==> src/rtl/fp_div_pkg.sv <==
// Shared types and fp32 constants for the FP divider requester.
package fp_div_pkg;

  localparam int FP_W = 32;

  localparam logic [FP_W-1:0] FP_POS_INF = 32'h7F800000;
  localparam logic [FP_W-1:0] FP_NEG_INF = 32'hFF800000;
  localparam logic [FP_W-1:0] FP_QNAN    = 32'h7FC00000;

  typedef enum logic [1:0] {
    IDLE    = 2'd0,
    BUSY    = 2'd1,
    HOLD    = 2'd2,
    RECOVER = 2'd3
  } state_t;

  // Quotient for a +-0 divisor: signed infinity, or QNAN when the dividend is also zero.
  function automatic logic [FP_W-1:0] zero_div_result(input logic [FP_W-1:0] a,
                                                      input logic [FP_W-1:0] b);
    if (a[FP_W-2:0] == '0) return FP_QNAN;
    return (a[FP_W-1] ^ b[FP_W-1]) ? FP_NEG_INF : FP_POS_INF;
  endfunction

endpackage

==> src/rtl/fp_div_requester_if.sv <==
// Operand/result handshakes plus the divider wrapper connection for fp_div_requester.
interface fp_div_requester_if;
  import fp_div_pkg::*;

  logic            in_valid;
  logic            in_ready;
  logic [FP_W-1:0] in_a;
  logic [FP_W-1:0] in_b;
  logic            out_valid;
  logic            out_ready;
  logic [FP_W-1:0] out_result;
  logic            out_err;
  logic            div_en;
  logic [FP_W-1:0] div_dataa;
  logic [FP_W-1:0] div_datab;
  logic [FP_W-1:0] div_result;
  logic            div_done;

  modport master (
    input  in_valid, in_a, in_b, out_ready, div_result, div_done,
    output in_ready, out_valid, out_result, out_err, div_en, div_dataa, div_datab
  );

  modport slave (
    output in_valid, in_a, in_b, out_ready, div_result, div_done,
    input  in_ready, out_valid, out_result, out_err, div_en, div_dataa, div_datab
  );

endinterface

==> src/rtl/fp_div_watchdog.sv <==
// Saturating cycle counter with synchronous clear; times both the BUSY watchdog and the RECOVER drain.
module fp_div_watchdog #(
  parameter int CNT_W = 5
) (
  input  logic             clock,
  input  logic             reset,
  input  logic             clr,
  input  logic             inc,
  output logic [CNT_W-1:0] cnt
);

  always_ff @(posedge clock or posedge reset) begin
    if (reset)                  cnt <= '0;
    else if (clr)               cnt <= '0;
    else if (inc && cnt != '1)  cnt <= cnt + CNT_W'(1);
  end

endmodule

==> src/rtl/fp_div_requester.sv <==
// Client-side driver for the fixed-latency, reset-less FP divider wrapper, with watchdog and resync.
// Optional build macro: FP_DIV_ZERO_BYPASS_EN (answer +-0 divisors locally without the divider).
module fp_div_requester
  import fp_div_pkg::*;
#(
  parameter int DIV_LATENCY    = 14,
  parameter int TIMEOUT_CYCLES = 32
) (
  input  logic                clock,
  input  logic                reset,
  fp_div_requester_if.master  bus
);

  localparam int              CNT_W      = $clog2(TIMEOUT_CYCLES);
  localparam logic [CNT_W-1:0] TO_LAST    = CNT_W'(TIMEOUT_CYCLES - 1);
  localparam logic [CNT_W-1:0] DRAIN_LAST = CNT_W'(DIV_LATENCY - 1);

  state_t          state, state_nxt;
  logic            div_en_q, div_en_nxt;
  logic [FP_W-1:0] dataa_q, dataa_nxt;
  logic [FP_W-1:0] datab_q, datab_nxt;
  logic            ov_q, ov_nxt;
  logic [FP_W-1:0] res_q, res_nxt;
  logic            err_q, err_nxt;
  logic            abort_q, abort_nxt;
  logic            wd_clr, wd_inc;
  logic [CNT_W-1:0] wd_cnt;
`ifdef FP_DIV_ZERO_BYPASS_EN
  logic            byp_q, byp_nxt;
`endif

  fp_div_watchdog #(.CNT_W(CNT_W)) u_wd (
    .clock (clock),
    .reset (reset),
    .clr   (wd_clr),
    .inc   (wd_inc),
    .cnt   (wd_cnt)
  );

  always_comb begin
    state_nxt  = state;
    div_en_nxt = div_en_q;
    dataa_nxt  = dataa_q;
    datab_nxt  = datab_q;
    ov_nxt     = ov_q;
    res_nxt    = res_q;
    err_nxt    = err_q;
    abort_nxt  = abort_q;
    wd_clr     = 1'b0;
    wd_inc     = 1'b0;
`ifdef FP_DIV_ZERO_BYPASS_EN
    byp_nxt    = byp_q;
`endif
    case (state)
      IDLE: begin
        wd_clr = 1'b1;
        if (bus.in_valid) begin
          dataa_nxt = bus.in_a;
          datab_nxt = bus.in_b;
          state_nxt = BUSY;
`ifdef FP_DIV_ZERO_BYPASS_EN
          byp_nxt    = (bus.in_b[FP_W-2:0] == '0);
          div_en_nxt = (bus.in_b[FP_W-2:0] != '0);
`else
          div_en_nxt = 1'b1;
`endif
        end
      end
      BUSY: begin
        wd_inc = 1'b1;
`ifdef FP_DIV_ZERO_BYPASS_EN
        if (byp_q) begin
          byp_nxt   = 1'b0;
          res_nxt   = zero_div_result(dataa_q, datab_q);
          ov_nxt    = 1'b1;
          err_nxt   = 1'b0;
          state_nxt = HOLD;
        end else
`endif
        // Enable must fall on the done edge itself, otherwise the wrapper starts another division.
        if (bus.div_done) begin
          res_nxt    = bus.div_result;
          ov_nxt     = 1'b1;
          err_nxt    = 1'b0;
          div_en_nxt = 1'b0;
          state_nxt  = HOLD;
        end else if (wd_cnt == TO_LAST) begin
          res_nxt    = FP_QNAN;
          ov_nxt     = 1'b1;
          err_nxt    = 1'b1;
          div_en_nxt = 1'b0;
          abort_nxt  = 1'b1;
          state_nxt  = HOLD;
        end
      end
      HOLD: begin
        wd_clr = 1'b1;
        if (bus.out_ready) begin
          ov_nxt    = 1'b0;
          state_nxt = abort_q ? RECOVER : IDLE;
        end
      end
      RECOVER: begin
        // Keep the enable low long enough for any half-finished wrapper count to run out.
        if (wd_cnt == DRAIN_LAST) begin
          abort_nxt = 1'b0;
          state_nxt = IDLE;
        end else begin
          wd_inc = 1'b1;
        end
      end
      default: state_nxt = RECOVER;
    endcase
  end

  always_ff @(posedge clock or posedge reset) begin
    if (reset) begin
      state    <= RECOVER;
      div_en_q <= 1'b0;
      dataa_q  <= '0;
      datab_q  <= '0;
      ov_q     <= 1'b0;
      res_q    <= '0;
      err_q    <= 1'b0;
      abort_q  <= 1'b0;
`ifdef FP_DIV_ZERO_BYPASS_EN
      byp_q    <= 1'b0;
`endif
    end else begin
      state    <= state_nxt;
      div_en_q <= div_en_nxt;
      dataa_q  <= dataa_nxt;
      datab_q  <= datab_nxt;
      ov_q     <= ov_nxt;
      res_q    <= res_nxt;
      err_q    <= err_nxt;
      abort_q  <= abort_nxt;
`ifdef FP_DIV_ZERO_BYPASS_EN
      byp_q    <= byp_nxt;
`endif
    end
  end

  assign bus.in_ready   = (state == IDLE) && !reset;
  assign bus.div_en     = div_en_q;
  assign bus.div_dataa  = dataa_q;
  assign bus.div_datab  = datab_q;
  assign bus.out_valid  = ov_q;
  assign bus.out_result = res_q;
  assign bus.out_err    = err_q;

endmodule
==> src/flat_wrapper.sv <==
// flat-port wrapper written by rule: the top's interface ports become plain ports
module fp_div_requester_flat import fp_div_pkg::*;
#(
  parameter int DIV_LATENCY    = 14,
  parameter int TIMEOUT_CYCLES = 32
)
  (clock, reset, bus_in_valid, bus_in_a, bus_in_b, bus_out_ready, bus_div_result, bus_div_done, bus_in_ready, bus_out_valid, bus_out_result, bus_out_err, bus_div_en, bus_div_dataa, bus_div_datab);
  fp_div_requester_if bus_i ();
  input  logic clock;
  input  logic reset;
  input wire logic [$bits(bus_i.in_valid)-1:0] bus_in_valid;
  input wire logic [$bits(bus_i.in_a)-1:0] bus_in_a;
  input wire logic [$bits(bus_i.in_b)-1:0] bus_in_b;
  input wire logic [$bits(bus_i.out_ready)-1:0] bus_out_ready;
  input wire logic [$bits(bus_i.div_result)-1:0] bus_div_result;
  input wire logic [$bits(bus_i.div_done)-1:0] bus_div_done;
  output wire logic [$bits(bus_i.in_ready)-1:0] bus_in_ready;
  output wire logic [$bits(bus_i.out_valid)-1:0] bus_out_valid;
  output wire logic [$bits(bus_i.out_result)-1:0] bus_out_result;
  output wire logic [$bits(bus_i.out_err)-1:0] bus_out_err;
  output wire logic [$bits(bus_i.div_en)-1:0] bus_div_en;
  output wire logic [$bits(bus_i.div_dataa)-1:0] bus_div_dataa;
  output wire logic [$bits(bus_i.div_datab)-1:0] bus_div_datab;
  assign bus_i.in_valid = bus_in_valid;
  assign bus_i.in_a = bus_in_a;
  assign bus_i.in_b = bus_in_b;
  assign bus_i.out_ready = bus_out_ready;
  assign bus_i.div_result = bus_div_result;
  assign bus_i.div_done = bus_div_done;
  assign bus_in_ready = bus_i.in_ready;
  assign bus_out_valid = bus_i.out_valid;
  assign bus_out_result = bus_i.out_result;
  assign bus_out_err = bus_i.out_err;
  assign bus_div_en = bus_i.div_en;
  assign bus_div_dataa = bus_i.div_dataa;
  assign bus_div_datab = bus_i.div_datab;
  fp_div_requester #(.DIV_LATENCY(DIV_LATENCY), .TIMEOUT_CYCLES(TIMEOUT_CYCLES)) u_core (.clock(clock), .reset(reset), .bus(bus_i));
endmodule
==> config.mk <==
export PLATFORM = sky130hd
export DESIGN_NAME = fp_div_requester_flat
export DESIGN_NICKNAME = d
export VERILOG_FILES = /design/src/rtl/fp_div_pkg.sv /design/src/rtl/fp_div_requester_if.sv /design/src/rtl/fp_div_watchdog.sv /design/src/rtl/fp_div_requester.sv /design/src/flat_wrapper.sv
export SDC_FILE = /design/constraint.sdc
export NUM_CORES = 1
export LEC_CHECK = 0
export ABC_AREA = 1
export CORE_ASPECT_RATIO = 1.2
export CORE_MARGIN = 2
export CORE_UTILIZATION = 42
export DETAILED_ROUTE_END_ITERATION = 12
export GPL_TIMING_DRIVEN = 0
export PLACE_DENSITY = 0.92
export SYNTH_ARGS = -nofsm -noshare
export SYNTH_HDL_FRONTEND = slang
export SYNTH_SLANG_ARGS = --single-unit
==> constraint.sdc <==
create_clock -name clock -period 3.9 [get_ports clock]
set_input_delay 0.78 -clock clock [delete_from_list [all_inputs] [get_ports clock]]
set_output_delay 0.78 -clock clock [all_outputs]
set_load 0.01 [all_outputs]
==> summary.txt <==
Global route
  – Vias in the first global route: 3482
  – First-pass GRT wire length: 17720 um
  – Gr ovfl total: 0
  – Initial antenna violation count: 0
  – GRT Util Overall: 0.1984
  – Largest net degree at the start of global routing: 59

Critical path
  – Crit-path cells: clkdlybuf4s50_1 > nor2_1 > clkdlybuf4s50_1
  – Crit Path Max Fanout: 2
  – Arrival time worst endpoint: 1910 ps
  – Worst R2R End: u_core.bus.out_result[26]$_DFFE_PP0P_
  – Critical Path Max Stage Delay: 540 ps
  – Reg-to-reg slack, setup: 2060 ps
  – Slowest stage cell, crit path: clkdlybuf4s50_1
  – CP endpoint kind: primary output
  – Top cell by count, worst path: clkdlybuf4s50_1
  – Crit Path Class: input port to primary output
  – Worst Path Required: 3120 ps
  – Startpoint types: input port
  – Reg-to-reg startpoint: u_core.u_wd.cnt[0]$_DFFE_PP0P_
  – Depth of the most critical reg-to-reg path: 10

Final layout
  – Most frequent cells in the layout: clkdlybuf4s50_1 (200), dfrtp_1 (105), mux2_4 (49), nand2_1 (38), a22o_2 (23)
  – Register area: 2680 um2
  – P&R area growth vs syn: 56.11%
  – Layout cell share with drive strength beyond 1: 0.2318
  – Area of the multi-input gates: 1559 um2
  – Post-route cell area: 6924 um2
  – Fill cells: 753
  – Most common cell after layout, fill and taps aside: clkdlybuf4s50_1
  – Ant diodes: 0
  – Final #Nets: 622

Synth
  – Register area share after synthesis: 0.6042
  – Mapped Cells: 306
  – Yosys cell types: 23
  – Syn. warnings: 0
  – Syn nets: 410
  – Mean Syn Cell Area: 14.50 um2
  – Mapped Area: 4436 um2
  – #FFs+latches synth: 107

Floorplan
  – Core Rows: 41
  – Core Region: 10410 um2
  – Die Ht: 116.6 um
  – Initial Util: 0.4259
  – Boundary Pins: 201
  – Full die area: 11400 um2
  – Die Wd: 97.81 um

Clock tree
  – Clock sink total: 107
  – Post_cts resized: 0
  – TritonCTS clock tree: yes
  – Hold_buf cts: 0
  – Worst skew pair latency: 340 ps
  – CTS Buf Count: 9
  – Postcts setup bufs: 0
  – Clock Path Buffers: 2
  – Reg clk slew, reported paths: 70 ps
  – Root Buffer: clkbuf_16
  – Max H-tree Level: 3

Timing
  – Worst-margin pin slew: 635.1 ps
  – Setup TNS Final: 0 ps
  – Maximum clock rate: 372.3 MHz
  – Count of final setup violators: 0
  – Min Tclk post-route: 2686 ps
  – Final hold vios: 0
  – RSZ-0062 raised after global routing: no
  – Max-slew violations: 0
  – Slew HR: 0.5766
  – Worst hold slack: 479.3 ps
  – Skew final: 3.016 ps
  – Post-route clock period utilization: 0.6888

Outcome
  – Status: finished, final reports clean

Route
  – Vias per inst: 4.935
  – Avg WL per Cell: 17.27 um
  – Drt drc: 0
  – Vias: 3213
  – Routed Antenna Nets: 0
  – Drt pass-1 iters: 4
  – DR iter-0 viols: 101
  – Routed WL: 11240 um

Placement
  – Placer's final routability congestion estimate: 0.8777
  – PortBufs: 200
  – Placed cell areas: 6629 um2
  – Final HPWL DP: 8629 um

Min path
  – Hold wc startpoint: u_core.bus.div_en$_DFFE_PP0P_
  – Worst Hold Depth: 2
  – Hold Crit Class: flop to flop
  – Worst Hold End: u_core.bus.div_en$_DFFE_PP0P_

Power
  – Peak supply drop: 0.0004139 V
  – Power Dens Cells: 810.0 nW/um2
  – Lkg Pwr: 3.185 nW
  – Total power: 5.608 mW

Job
  – Max-Cap Viols: 0
-- power breakdown --
| group | switching [mW] | internal [mW] |
|---|---|---|
| Combinational | 0.987 | 1.73 |
| Clock | 0.376 | 0.529 |
| Sequential | 0.325 | 1.66 |
| Total | 1.69 | 3.92 |
-- cells in the mapped netlist, drive strengths merged --
cell type	n	area, um2
a22o	23	230.2
mux2	64	904.6
dfstp	2	52.55
nand2	39	148.9
xor2	1	8.760
buf	11	101.4
ha	3	37.54
nand3	8	40.04
o21ai	1	5.000
nor2	14	62.56
clkbuf	2	27.53
inv	18	67.56
dfrtp	105	2628
o21bai	2	15.01
nand4	3	18.77
o22a	10	87.58
-- cell families (layout without fill, tap and decap cells) --
logic type,count (synthesis),after routing,share of synthesized area
AO/OA/AOI/OAI,36,36,0.07616
multiplexers,64,64,0.2039
AND/OR/NAND/NOR,64,64,0.06093
adder cells (fa/ha/maj),3,3,0.008464
XOR/XNOR,1,1,0.001975
flip-flops,107,107,0.6042
buffers and inverters,31,247,0.04429
-- flip-flops by register name, indices dropped and copies added (netlist names) --
register and cells:
u_core.bus.div_dataa 32, u_core.bus.div_datab 32, u_core.bus.out_result 32, u_core.u_wd.cnt 5, u_core.state 2, u_core.abort_q 1
u_core.bus.div_en 1, u_core.bus.out_err 1, u_core.bus.out_valid 1
-- critical path, delay by kind of cell --
kind	cells	cell delay [ps]
buffers and inverters	2	1000
AND/OR/NAND/NOR	1	120
-- final cells by class --
class | count | share of cell area
plain buffers | 13 | 0.01861
flip-flops and latches | 107 | 0.3871
multi-input cells | 168 | 0.2252
clock buffers | 13 | 0.03759
repair buffers | 201 | 0.2931
inverters | 18 | 0.01012
well taps | 129 | 0.02331
clock inverters | 2 | 0.005060
-- per-layer routing --
metal / track usage / vias to the layer above / share of wire
li1: - / 1474 / -
met1: 0.2313 / 1583 / 0.38
met2: 0.3522 / 136 / 0.53
met3: 0.04967 / 20 / 0.064
met4: 0.08426 / 0 / 0.023
met5: 0 / - / 0
-- through the flow --
stage | instances | setup WS [ps] | utilization
after floorplan | 306 | 306.1 | -
after global placement | 635 | -1185 | 0.6337
after detailed placement | 636 | 1216 | 0.6365
after CTS | 651 | 1212 | 0.6649
after global routing | 651 | 1192 | 0.6649
final | 651 | 1214 | 0.6649
-- worst max-delay path by stage --
stage / cells past startpoint / slack (ps) / to / from
2_1_floorplan: 1 / 310 / u_core.abort_q$_DFFE_PP0P_ / reset
3_3_place_gp: 2 / -1190 / u_core.bus.div_dataa[22]$_DFFE_PP0P_ / reset
3_5_place_dp: 3 / 1220 / bus_in_ready / reset
4_1_cts: 3 / 1210 / bus_in_ready / reset
5_1_grt: 3 / 1190 / bus_in_ready / reset
6_report: 3 / 1210 / bus_in_ready / reset
No activity file was read; power rests on OpenSTA's default activity.
